### src/rtl/sigma_bus_pkg.sv
// Shared types and helpers for the sigma data-bus arbiter.
// rr_pick scans a request vector starting at a pointer, with wrap-around.
package sigma_bus_pkg;

  localparam int ADDR_W_DEF = 32;
  localparam int DATA_W_DEF = 32;
  localparam int MAX_M      = 8;
  localparam int PICK_W     = 3;

  typedef struct packed {
    logic                    we;
    logic [ADDR_W_DEF-1:0]   addr;
    logic [DATA_W_DEF/8-1:0] be;
    logic [DATA_W_DEF-1:0]   wdata;
  } bus_req_t;

  // Returns the first set index at or after ptr, considering only the low n bits.
  function automatic logic [PICK_W-1:0] rr_pick(input logic [MAX_M-1:0]  req_vec,
                                                input logic [PICK_W-1:0] ptr,
                                                input int                n);
    logic [PICK_W-1:0] sel;
    logic              found;
    int                idx;
    sel   = ptr;
    found = 1'b0;
    for (int i = 0; i < MAX_M; i++) begin
      idx = (int'(ptr) + i) % n;
      if (i < n && !found && req_vec[idx[PICK_W-1:0]]) begin
        sel   = idx[PICK_W-1:0];
        found = 1'b1;
      end
    end
    return sel;
  endfunction

endpackage

### src/rtl/sigma_id_fifo.sv
// Synchronous FIFO holding the master IDs of outstanding reads.
// Push while full and pop while empty are ignored.
module sigma_id_fifo #(
  parameter int WIDTH = 1,
  parameter int DEPTH = 4
) (
  input  logic             clk_i,
  input  logic             srst_n_i,
  input  logic             push,
  input  logic [WIDTH-1:0] wdata,
  input  logic             pop,
  output logic [WIDTH-1:0] rdata,
  output logic             full,
  output logic             empty
);

  localparam int PW = (DEPTH > 1) ? $clog2(DEPTH) : 1;
  localparam int CW = $clog2(DEPTH + 1);

  logic [WIDTH-1:0] mem [DEPTH];
  logic [PW-1:0]    wr_ptr;
  logic [PW-1:0]    rd_ptr;
  logic [CW-1:0]    count;
  logic             do_push;
  logic             do_pop;

  function automatic logic [PW-1:0] ptr_next(input logic [PW-1:0] p);
    return (p == PW'(DEPTH - 1)) ? '0 : p + 1'b1;
  endfunction

  assign do_push = push && !full;
  assign do_pop  = pop && !empty;
  assign full    = (count == CW'(DEPTH));
  assign empty   = (count == '0);
  assign rdata   = mem[rd_ptr];

  always_ff @(posedge clk_i) begin
    if (!srst_n_i) begin
      wr_ptr <= '0;
      rd_ptr <= '0;
      count  <= '0;
    end else begin
      if (do_push) begin
        mem[wr_ptr] <= wdata;
        wr_ptr      <= ptr_next(wr_ptr);
      end
      if (do_pop) begin
        rd_ptr <= ptr_next(rd_ptr);
      end
      case ({do_push, do_pop})
        2'b10:   count <= count + 1'b1;
        2'b01:   count <= count - 1'b1;
        default: count <= count;
      endcase
    end
  end

endmodule

### src/rtl/sigma_bus_arb.sv
// Round-robin arbiter sharing one sigma bus slave port among NUM_M masters,
// with a grant lock until slave ack and in-order read response routing.
module sigma_bus_arb
  import sigma_bus_pkg::*;
#(
  parameter int NUM_M    = 2,
  parameter int ADDR_W   = ADDR_W_DEF,
  parameter int DATA_W   = DATA_W_DEF,
  parameter int RD_DEPTH = 4
) (
  input  logic                        clk_i,
  input  logic                        srst_n_i,
  input  logic [NUM_M-1:0]            m_req_i,
  input  logic [NUM_M-1:0]            m_we_i,
  input  logic [NUM_M*ADDR_W-1:0]     m_addr_i,
  input  logic [NUM_M*DATA_W/8-1:0]   m_be_i,
  input  logic [NUM_M*DATA_W-1:0]     m_wdata_i,
  output logic [NUM_M-1:0]            m_ack_o,
  output logic [NUM_M-1:0]            m_resp_o,
  output logic [DATA_W-1:0]           m_rdata_o,
  output logic                        s_req_o,
  output logic                        s_we_o,
  output logic [ADDR_W-1:0]           s_addr_o,
  output logic [DATA_W/8-1:0]         s_be_o,
  output logic [DATA_W-1:0]           s_wdata_o,
  input  logic                        s_ack_i,
  input  logic                        s_resp_i,
  input  logic [DATA_W-1:0]           s_rdata_i,
  output logic                        err_o
);

  localparam int IDW = (NUM_M > 1) ? $clog2(NUM_M) : 1;
  localparam int BEW = DATA_W / 8;

  logic [NUM_M-1:0]  elig;
  logic [PICK_W-1:0] pick;
  logic [IDW-1:0]    grant;
  logic [IDW-1:0]    rr_ptr;
  logic [IDW-1:0]    lock_id;
  logic              lock_vld;
  logic              err_q;
  logic              req_act;
  logic              accept;
  logic              push;
  logic              pop;
  logic              fifo_full;
  logic              fifo_empty;
  logic [IDW-1:0]    head_id;

  // Reads are masked on a full FIFO even when a response pops it this cycle.
  assign elig    = m_req_i & (m_we_i | {NUM_M{~fifo_full}});
  assign pick    = rr_pick(MAX_M'(elig), PICK_W'(rr_ptr), NUM_M);
  assign grant   = lock_vld ? lock_id : IDW'(pick);
  assign req_act = srst_n_i && (lock_vld || (|elig));
  assign accept  = req_act && s_ack_i;
  assign push    = accept && !m_we_i[grant];
  assign pop     = srst_n_i && s_resp_i && !fifo_empty;

  assign s_req_o   = req_act;
  assign m_rdata_o = pop ? s_rdata_i : '0;
  assign err_o     = err_q && srst_n_i;

  always_comb begin
    s_we_o    = 1'b0;
    s_addr_o  = '0;
    s_be_o    = '0;
    s_wdata_o = '0;
    m_ack_o   = '0;
    m_resp_o  = '0;
    if (srst_n_i) begin
      s_we_o    = m_we_i[grant];
      s_addr_o  = m_addr_i[grant*ADDR_W +: ADDR_W];
      s_be_o    = m_be_i[grant*BEW +: BEW];
      s_wdata_o = m_wdata_i[grant*DATA_W +: DATA_W];
    end
    for (int k = 0; k < NUM_M; k++) begin
      m_ack_o[k]  = accept && (grant == IDW'(k));
      m_resp_o[k] = pop && (head_id == IDW'(k));
    end
  end

  // A request left waiting for ack pins the grant until the slave takes it.
  always_ff @(posedge clk_i) begin
    if (!srst_n_i) begin
      rr_ptr   <= '0;
      lock_vld <= 1'b0;
      lock_id  <= '0;
      err_q    <= 1'b0;
    end else begin
      if (accept) begin
        rr_ptr   <= (grant == IDW'(NUM_M - 1)) ? '0 : grant + 1'b1;
        lock_vld <= 1'b0;
      end else if (req_act) begin
        lock_vld <= 1'b1;
        lock_id  <= grant;
      end
      if (s_resp_i && fifo_empty) begin
        err_q <= 1'b1;
      end
    end
  end

  sigma_id_fifo #(
    .WIDTH (IDW),
    .DEPTH (RD_DEPTH)
  ) u_id_fifo (
    .clk_i    (clk_i),
    .srst_n_i (srst_n_i),
    .push     (push),
    .wdata    (grant),
    .pop      (pop),
    .rdata    (head_id),
    .full     (fifo_full),
    .empty    (fifo_empty)
  );

endmodule

### config.mk
export PLATFORM = sky130hd
export DESIGN_NAME = sigma_bus_arb
export DESIGN_NICKNAME = d
export VERILOG_FILES = /design/src/rtl/sigma_bus_pkg.sv /design/src/rtl/sigma_id_fifo.sv /design/src/rtl/sigma_bus_arb.sv
export SDC_FILE = /design/constraint.sdc
export NUM_CORES = 1
export LEC_CHECK = 0
export ABC_AREA = 1
export BUFFER_PORTS_ARGS = -buffer_cell sky130_fd_sc_hd__buf_4
export CAP_MARGIN = 20
export CORE_AREA = 8 8 104 106
export CTS_CLUSTER_SIZE = 12
export DETAILED_ROUTE_END_ITERATION = 12
export DIE_AREA = 0 0 112 114
export PLACE_DENSITY_LB_ADDON = 0.05
export SYNTH_ARGS = -nofsm -noshare
export SYNTH_HDL_FRONTEND = slang
export SYNTH_SLANG_ARGS = --single-unit
### constraint.sdc
create_clock -name clk_i -period 2.26 [get_ports clk_i]
set_input_delay 0.226 -clock clk_i [delete_from_list [all_inputs] [get_ports clk_i]]
set_output_delay 0.226 -clock clk_i [all_outputs]
set_load 0.01 [all_outputs]
==> results of run 1 <==
worst max-delay path by stage:
stage,from,endpoint,slack (ns),cells past startpoint
after global routing,u_id_fifo.count[1],s_wdata_o[20],-0.007,12
after floorplan,u_id_fifo.count[1],u_id_fifo.count[2],0.07,16
after detailed placement,u_id_fifo.count[1],u_id_fifo.count[2],-0.002,16
after CTS,u_id_fifo.count[0],s_be_o[1],-0.009,13
after global placement,u_id_fifo.count[1],u_id_fifo.count[2],0.02,16
final,u_id_fifo.count[1],s_wdata_o[31],0.13,12
metal layers:
| metal | GRT usage | vias to the layer above | routed length, um |
|---|---|---|---|
| li1 | - | 1801 | - |
| met4 | 0.0369 | 0 | 185 |
| met2 | 0.356 | 154 | 7080 |
| met1 | 0.171 | 1495 | 4580 |
| met3 | 0.0597 | 10 | 1070 |
| met5 | 0 | - | 0 |
cell type report:
cell class / instances / area share
clock buffers: 3 / 0.00898
repair buffers: 299 / 0.520
multi-input cells: 308 / 0.313
well taps: 111 / 0.0302
inverters: 53 / 0.0438
clock inverters: 1 / 0.00109
flip-flops and latches: 17 / 0.0832
worst reg2reg max path: stages (launching register included):
cell and delay [ns]:
dfxtp_2 0.33, nor2_4 0.12, nand3_2 0.10, nand2_2 0.07, nand2_1 0.05, nand2_1 0.06
nand3_2 0.09, nand2_4 0.11, nand2_2 0.08, nand3_4 0.07, ha_4 0.13, inv_2 0.05
fa_2 0.37, a21oi_2 0.14, o21ai_2 0.07, o21ai_1 0.11, a21oi_1 0.05
power by group through the flow:
stage / registers [W] / logic (W) / clock network (W)
6_report: 0.000343 / 0.00109 / 0.000220
3_5_place_dp: 0.000348 / 0.000964 / 0
3_3_place_gp: 0.000348 / 0.000955 / 0
2_1_floorplan: 0.000346 / 0.000437 / 0
4_1_cts: 0.000341 / 0.00101 / 0.000228
5_1_grt: 0.000345 / 0.00118 / 0.000239
metrics by stage:
| step | total power, W | hold slack [ns] | std cells |
|---|---|---|---|
| detailed placement | 0.00131 | 0.429 | 779 |
| CTS | 0.00158 | 0.162 | 786 |
| finish | 0.00165 | 0.169 | 792 |
| global route | 0.00176 | 0.173 | 792 |
| floorplan | 0.000783 | 0.318 | 405 |
| global placement | 0.00130 | 0.424 | 779 |
cells by family (layout without fill, tap and decap cells):
group           Yosys count  after routing  synth area share
buf+inv                  80            356             0.171
fa+ha+maj                 7              7            0.0443
simple gates            218            218             0.408
compound gates           83             83             0.200
flops                    17             17             0.177
Yosys cell counts (2+ instances only):
master,count
nor2_1,184
o21ai_0,73
inv_1,52
nand2_1,17
dfxtp_1,13
buf_2,8
clkbuf_1,8
a21oi_1,7
buf_6,7
nand3_1,7
ha_1,6
edfxtp_1,4
buf_1,2
nand3_2,2
nor2_2,2
what timing repair did:
action / 4_1_cts / 5_1_grt
setup endpoints to repair: 70 / 71
resized for setup: 8 / 13
setup buffers: 2 / 2
cloned: 1 / 4
pin swaps: 2 / 6
hold endpoints to repair: 0 / 0
==> results.json, run 1 <==
{
  "io_pins": 283,
  "synth_area_leaders": "nor2_1 32%, o21ai_0 17%, dfxtp_1 12%, inv_1 9.1%, edfxtp_1 5.6%",
  "regArea_um2": 383,
  "finClkSkew_ns": 0.00226,
  "drt-initial-drc-count": 130,
  "start_kind": "flip-flop",
  "cp_top_family": "simple AND/OR/NAND/NOR gates",
  "hold_buffers": 0,
  "ys_seq_area_frac": 0.177,
  "first_global_vias": 3399,
  "max_freq_mhz": 470,
  "wire_per_inst_um": 16.3,
  "synth_enable_flop_cells": 4,
  "p_clk_frac": 0.134,
  "postRouteAntennaNets": 0,
  "yosysWarnings": 0,
  "r2r-start": "u_id_fifo.count[1]",
  "r2r_end": "u_id_fifo.count[2]",
  "power.switching_w": 0.000620,
  "dp_hpwl_um": 10100,
  "htree_levels": 1,
  "syn_area_um2": 2150,
  "period_needed_ns": 2.13,
  "dp_slack_ns": -0.00203,
  "min_path_cells": 2,
  "nNetsFinal": 865,
  "finalHoldViolCount": 0,
  "setup_violations": 0,
  "worstSetupPathType": "reg2out",
  "vias": 3460,
  "fin_tns_setup_ns": 0,
  "final_core_util": 0.505,
  "synth-seq-cells": 17,
  "diodes": 0,
  "place_congestion": 0.812,
  "cts_made_buffers": 3,
  "p_leak_nw": 2.58,
  "dieWidth_um": 112,
  "cts_buffer_depth": 2,
  "clockRootBuffer": "clkbuf_8",
  "fillers": 944,
  "antenna_found_initial": 0,
  "power_density_nw_per_um2": 359,
  "crit_slowest_cell": "dfxtp_2",
  "cts_tree": "built",
  "syn_nets": 588,
  "power.internal_w": 0.00103,
  "reg2reg_slack_ns": 0.13,
  "multi_input_area_um2": 1440,
  "finalInstanceArea_um2": 4600,
  "rows": 35,
  "drt_pass1_iterations": 4,
  "io_buffers": 282,
  "clkTransAtPathRegs_ns": 0.06,
  "drv_cap": 0,
  "hp-start": "s_ack_i",
  "min_path_type": "in2reg",
  "grt_max_degree": 74,
  "postPlaceCellArea_um2": 4320,
  "drive_gt1_frac": 0.476,
  "initial_utilization": 0.236,
  "dieArea_um2": 12800,
  "viasPerCell": 4.37,
  "yosysTopAreaCell": "nor2_1",
  "core_um2": 9110,
  "final_cell_mix": "290 x buf_4, 181 x nor2_1, 71 x o21ai_0",
  "finalWirelength_um": 12900,
  "worst_slew_pin_slew_ns": 0.619,
  "slew_headroom": 0.587,
  "min_to": "lock_vld",
  "p_sw_frac": 0.376,
  "synth_cell_type_count": 28,
  "finalCritPeriodShare": 0.942,
  "critical_path.max_fanout": 25,
  "endpoint_kind": "primary output",
  "worst_path_largest_cell_delay_ns": 0.33,
  "comb_power_share": 0.658,
  "yosysTopAreaCellShare": 0.321,
  "peakVddDrop_uv": 178,
  "clk_latency_ns": 0.25,
  "cp.buffers_inverters": 4,
  "grt_pass1_wl_um": 18400,
  "arrival_ns": 1.90,
  "syn2layout_area_growth_pct": 114,
  "numClockSinks": 17,
  "synth_async_sr_flop_share": 0,
  "final_common_cell": "buf_4",
  "drc": 0,
  "setup_slack_ns": 0.131,
  "gr-usage-all-layers": 0.178,
  "fp.dieH_um": 114,
  "synth_flop_cell": "dfxtp_1",
  "maxSlewViolCount": 0,
  "grt_overflow": 0,
  "cp.required_ns": 2.03,
  "outcome": "finished, final reports clean",
  "path_cells": "nor2_4 -> nand3b_1 -> nand2_1 -> nand2_1 -> nand3_2 -> nand2_4 -> buf_16 -> inv_4 -> clkbuf_16 -> nor2_1 -> nor2_1 -> buf_4",
  "synth_cells": 405,
  "avgSynthCellArea_um2": 5.30,
  "r2r_cells": 16,
  "power_frac_seq": 0.208
}
Power figures use the tool's default switching activity.
==> inputs of run 2 (changes only) <==
--- a/config.mk
+++ b/config.mk
@@ -12,7 +12,7 @@
 export CTS_CLUSTER_SIZE = 12
 export DETAILED_ROUTE_END_ITERATION = 12
 export DIE_AREA = 0 0 112 114
-export PLACE_DENSITY_LB_ADDON = 0.05
+export PLACE_DENSITY = 0.69
 export SYNTH_ARGS = -nofsm -noshare
 export SYNTH_HDL_FRONTEND = slang
 export SYNTH_SLANG_ARGS = --single-unit
==> run 2 against run 1 <==
Net effect:
- wire length is 7.5% higher
- worst setup slack got worse by 0.048 ns
- via count rose by 3.3%
- critical path type is now reg2reg
- critical endpoint is now u_id_fifo.count[2]
- highest routed layer unchanged
==> results.json, run 2 (synthesis gave the netlist of run 1 again) <==
{
  "outcome": "finished, final reports clean",
  "slew_headroom": 0.630,
  "cts_buffer_depth": 2,
  "final_cell_mix": "288 x buf_4, 175 x nor2_1, 66 x o21ai_0",
  "fin_tns_setup_ns": 0,
  "p_sw_frac": 0.375,
  "cp_top_family": "simple AND/OR/NAND/NOR gates",
  "io_buffers": 282,
  "dieWidth_um": 112,
  "worst_slew_pin_slew_ns": 0.554,
  "dieArea_um2": 12800,
  "setup_violations": 0,
  "cp.required_ns": 2.40,
  "dp_hpwl_um": 10100,
  "power_frac_seq": 0.191,
  "cts_made_buffers": 3,
  "first_global_vias": 3619,
  "initial_utilization": 0.236,
  "wire_per_inst_um": 17.3,
  "io_pins": 283,
  "regArea_um2": 383,
  "finalCritPeriodShare": 0.963,
  "numClockSinks": 17,
  "nNetsFinal": 873,
  "peakVddDrop_uv": 193,
  "path_cells": "nor2_4 -> nand3_2 -> nand2_2 -> nand2_1 -> nand2_1 -> nand3_2 -> nand2_4 -> nand2_4 -> nand3_4 -> ha_4 -> inv_2 -> fa_2 -> a21oi_2 -> o21ai_2 -> o21ai_1 -> a21oi_1",
  "power.internal_w": 0.00112,
  "maxSlewViolCount": 0,
  "p_leak_nw": 2.68,
  "power_density_nw_per_um2": 372,
  "rsz0062_at_grt": "true",
  "multi_input_area_um2": 1460,
  "diodes": 0,
  "critical_path.max_fanout": 3,
  "dp_slack_ns": -0.0238,
  "core_um2": 9110,
  "max_freq_mhz": 459,
  "worst_path_largest_cell_delay_ns": 0.39,
  "finClkSkew_ns": 0.00446,
  "endpoint_kind": "flip-flop",
  "start_kind": "flip-flop",
  "drv_cap": 0,
  "postRouteAntennaNets": 0,
  "drive_gt1_frac": 0.489,
  "grt_pass1_wl_um": 19200,
  "worstSetupPathType": "reg2reg",
  "gr-usage-all-layers": 0.187,
  "final_common_cell": "buf_4",
  "finalWirelength_um": 13900,
  "clkTransAtPathRegs_ns": 0.07,
  "p_clk_frac": 0.126,
  "comb_power_share": 0.683,
  "fp.dieH_um": 114,
  "syn2layout_area_growth_pct": 125,
  "htree_levels": 1,
  "crit_slowest_cell": "fa_2",
  "cts_tree": "built",
  "grt_max_degree": 69,
  "rows": 35,
  "finalHoldViolCount": 0,
  "power.switching_w": 0.000675,
  "place_congestion": 0.854,
  "drt_pass1_iterations": 5,
  "period_needed_ns": 2.18,
  "min_path_type": "in2reg",
  "setup_slack_ns": 0.0829,
  "arrival_ns": 2.32,
  "clockRootBuffer": "clkbuf_8",
  "drc": 0,
  "grt_overflow": 0,
  "vias": 3575,
  "clk_latency_ns": 0.25,
  "cp.buffers_inverters": 1,
  "antenna_found_initial": 0,
  "drt-initial-drc-count": 137,
  "fillers": 888,
  "viasPerCell": 4.47
}
run 2: what timing repair did:
item / 4_1_cts / 5_1_grt
gates resized for setup: 14 / 27
hold buffers: 0 / 0
endpoints found under the setup margin: 70 / 56
pin swaps: 4 / 13
cloned: 4 / 10
setup buffers: 2 / 0
run 2: routing by layer:
layer,track usage,routed length (um),vias up
li1,-,-,1819
met1,0.182,4970,1552
met2,0.366,7320,192
met3,0.0734,1430,12
met4,0.0369,161,0
met5,0,0,-
run 2: power groups by stage:
stage	registers (W)	clock network (W)	logic (W)
finish	0.000343	0.000226	0.00123
global route	0.000346	0.000251	0.00132
CTS	0.000343	0.000235	0.00109
detailed placement	0.000348	0	0.000968
global placement	0.000347	0	0.000956
floorplan	0.000346	0	0.000437
run 2: area by class of cell:
| class | count | area share |
|---|---|---|
| Tap cell | 111 | 0.0287 |
| Clock buffer | 4 | 0.00932 |
| Sequential cell | 17 | 0.0792 |
| Inverter | 53 | 0.0427 |
| Timing Repair Buffer | 307 | 0.538 |
| Multi-Input combinational cell | 308 | 0.302 |
run 2: through the flow:
step | instance area [um2] | instances | util | hold slack [ns] | power (W)
final | 4830 | 800 | 0.531 | 0.157 | 0.00180
after global routing | 4830 | 800 | 0.531 | 0.161 | 0.00192
after CTS | 4550 | 790 | 0.500 | 0.146 | 0.00167
after detailed placement | 4330 | 780 | 0.475 | 0.421 | 0.00132
after global placement | 4330 | 780 | 0.475 | 0.423 | 0.00130
after floorplan | 2150 | 405 | - | 0.318 | 0.000783
run 2: path summary, 6_finish.rpt:
kind                       from                  to  slack (ns)  cells after the start
max reg2reg  u_id_fifo.count[1]  u_id_fifo.count[2]        0.08                     16
max          u_id_fifo.count[1]  u_id_fifo.count[2]        0.08                     16
min                     s_ack_i            lock_vld        0.16                      2
min reg2reg               err_q               err_q        0.46                      2
==> inputs of run 3 (changes only) <==
--- a/config.mk
+++ b/config.mk
@@ -8,11 +8,12 @@
 export ABC_AREA = 1
 export BUFFER_PORTS_ARGS = -buffer_cell sky130_fd_sc_hd__buf_4
 export CAP_MARGIN = 20
-export CORE_AREA = 8 8 104 106
+export CORE_AREA = 8 8 105 107
 export CTS_CLUSTER_SIZE = 12
 export DETAILED_ROUTE_END_ITERATION = 12
-export DIE_AREA = 0 0 112 114
-export PLACE_DENSITY = 0.69
+export DIE_AREA = 0 0 113 115
+export PLACE_DENSITY = 0.73
 export SYNTH_ARGS = -nofsm -noshare
 export SYNTH_HDL_FRONTEND = slang
+export SYNTH_HIERARCHICAL = 1
 export SYNTH_SLANG_ARGS = --single-unit
==> run 3 against run 2 <==
Net effect:
- the flow now finishes with violations (negative setup slack)
- wire length grew 3.1%
- synthesized cell count grew 26%
- non-clock buffer count grew 6
- critical path depth grew 6
- worst setup slack lost 0.095 ns
- combinational power is essentially flat
- worst hold slack gained 0.039 ns
- sequential power shrank 2%
- largest power group unchanged
- global-route usage shrank 0.96 points
- register-to-register slack lost 0.09 ns
- clock-buffer cell count shrank 1
==> results.json, run 3 <==
{
  "peakVddDrop_uv": 239,
  "synth_async_sr_flop_share": 0,
  "nNetsFinal": 969,
  "rows": 36,
  "setup_slack_ns": -0.0119,
  "start_kind": "flip-flop",
  "dp_slack_ns": -0.00914,
  "worstSetupPathType": "reg2reg",
  "cts_buffer_depth": 2,
  "clkTransAtPathRegs_ns": 0.07,
  "first_global_vias": 3861,
  "core_um2": 9460,
  "final_cell_mix": "299 x buf_4, 113 x nor2_1, 88 x nand2_1",
  "finClkSkew_ns": 0.00271,
  "syn2layout_area_growth_pct": 92.7,
  "grt_overflow": 0,
  "place_congestion": 0.899,
  "finalCritPeriodShare": 1.01,
  "synth_cell_type_count": 24,
  "min_to": "err_q",
  "rsz0062_at_grt": "true",
  "grt_max_degree": 78,
  "dieWidth_um": 113,
  "cp.required_ns": 2.41,
  "gr-usage-all-layers": 0.178,
  "synth_cells": 509,
  "drc": 0,
  "syn_area_um2": 2810,
  "r2r_cells": 22,
  "cts_made_buffers": 3,
  "grt_pass1_wl_um": 19400,
  "slew_headroom": 0.499,
  "postRouteAntennaNets": 0,
  "reg2reg_slack_ns": -0.01,
  "synth-seq-cells": 17,
  "vias": 4289,
  "htree_levels": 1,
  "failed_checks": "negative setup slack",
  "initial_utilization": 0.297,
  "finalWirelength_um": 14300,
  "dp_hpwl_um": 10400,
  "final_common_cell": "buf_4",
  "yosysTopAreaCellShare": 0.190,
  "hold-worst-slack_ns": 0.197,
  "avgSynthCellArea_um2": 5.52,
  "drive_gt1_frac": 0.452,
  "fin_tns_setup_ns": -0.0289,
  "maxSlewViolCount": 0,
  "finalHoldViolCount": 0,
  "p_leak_nw": 3.01,
  "fillers": 859,
  "numClockSinks": 17,
  "min_path_type": "in2reg",
  "regArea_um2": 385,
  "drt_pass1_iterations": 4,
  "critical_path.max_fanout": 4,
  "r2r_end": "u_id_fifo/count[2]",
  "io_pins": 283,
  "endpoint_kind": "flip-flop",
  "drt-initial-drc-count": 398,
  "yosysMostFrequentCell": "nor2_1",
  "clk_latency_ns": 0.25,
  "synth_flop_cell": "dfxtp_1",
  "arrival_ns": 2.42,
  "final_core_util": 0.572,
  "drv_cap": 0,
  "yosysTopAreaCell": "nand3b_1",
  "cts_tree": "built",
  "min_path_cells": 3,
  "yosysWarnings": 6,
  "synth_area_leaders": "nand3b_1 19%, nor2_1 16%, a21oi_1 13%, nand2_1 13%, dfxtp_1 9.3%",
  "io_buffers": 282,
  "antenna_found_initial": 0,
  "fp.dieH_um": 115,
  "wire_per_inst_um": 15.9,
  "max_freq_mhz": 440,
  "viasPerCell": 4.77,
  "diodes": 0,
  "power.total_w": 0.00182,
  "period_needed_ns": 2.27,
  "clockRootBuffer": "clkbuf_8",
  "multi_input_area_um2": 2070,
  "hp-start": "s_resp_i",
  "outcome": "complete, but fails checks",
  "ys_seq_area_frac": 0.135,
  "dieArea_um2": 13000,
  "worst_slew_pin_slew_ns": 0.751,
  "synth_enable_flop_cells": 4,
  "power_density_nw_per_um2": 336,
  "r2r-start": "u_id_fifo/count[0]",
  "syn_nets": 692,
  "synthTopCellsByCount": "120 x nor2_1, 97 x nand2_1, 73 x a21oi_1, 71 x nand3b_1, 57 x inv_1",
  "setup_violations": 4
}
## run 3: cell types whose count changed after synthesis, moves of 5 or more
cell      delta
nand3b_1    +70
nor2_1      -64
nand2_1     +80
inv_1        +5
buf_1        +9
o21ai_0     -68
a21oi_1     +66
## run 3: worst max-delay path by stage
| stage | endpoint | slack, ns | start |
|---|---|---|---|
| 6_report | u_id_fifo/count[2] | -0.01 | u_id_fifo/count[0] |
| 5_1_grt | u_id_fifo/count[2] | -0.17 | u_id_fifo/count[0] |
| 3_5_place_dp | u_id_fifo/count[2] | -0.009 | u_id_fifo/count[1] |
| 4_1_cts | s_be_o[0] | -0.01 | u_id_fifo/count[1] |
| 3_3_place_gp | u_id_fifo/count[2] | 0.08 | u_id_fifo/count[1] |
| 2_1_floorplan | u_id_fifo/count[1] | -0.07 | u_id_fifo/count[1] |
## run 3: cell type report
type / count / share of cell area
Clock buffer: 3 / 0.00763
Clock inverter: 1 / 0.000924
Inverter: 59 / 0.0414
Multi-Input combinational cell: 392 / 0.383
Sequential cell: 17 / 0.0712
Tap cell: 114 / 0.0263
Timing Repair Buffer: 313 / 0.470
## run 3: repair_timing
item / 4_1_cts / 5_1_grt
endpoints found under the setup margin: 33 / 71
setup buffers: 3 / 7
gates resized for setup: 2 / 33
pin swaps: 2 / 20
cloned: 0 / 10
hold buffers: 0 / 0
## run 3: power by group
group	switching (W)	total, W	internal [W]
combinational	0.000592	0.00125	0.000662
clock	0.000106	0.000228	0.000122
sequential	0.00000970	0.000336	0.000327
## run 3: cells by family after synthesis
logic type               count (synthesis)  share of synthesized area
buffers and inverters                  100                      0.166
flip-flops                              17                      0.135
AO/OA/AOI/OAI                           78                      0.139
AND/OR/NAND/NOR                        307                      0.526
adder cells (fa/ha/maj)                  7                     0.0338
## run 3: worst max-delay path, stage by stage (launching register included)
cell     delay (ns)
dfxtp_4        0.35
nor2_4         0.12
nand2_2        0.07
inv_2          0.06
nand2_2        0.05
nand2_2        0.07
nand2_2        0.05
nand2_2        0.07
nand3_4        0.08
nand2_2        0.09
nand2_2        0.05
nand2_2        0.07
nor2_4         0.04
nand2_4        0.07
ha_4           0.16
inv_4          0.04
fa_2           0.40
inv_2          0.07
nand2_2        0.05
nand3_2        0.06
nand2_1        0.05
inv_1          0.05
nor2_1         0.04
## run 3: routing by layer
layer,share of wire,up-vias,GRT usage
met1,0.37,1916,0.197
met3,0.084,21,0.0520
met4,0.020,0,0.0417
met5,0,-,0
li1,-,2163,-
met2,0.53,189,0.327
## run 3: stage by stage
step                cells  area, um2
floorplan             509       2850
detailed placement    875       4970
global placement      875       4970
finish                899       5410
global route          899       5410
CTS                   882       5040
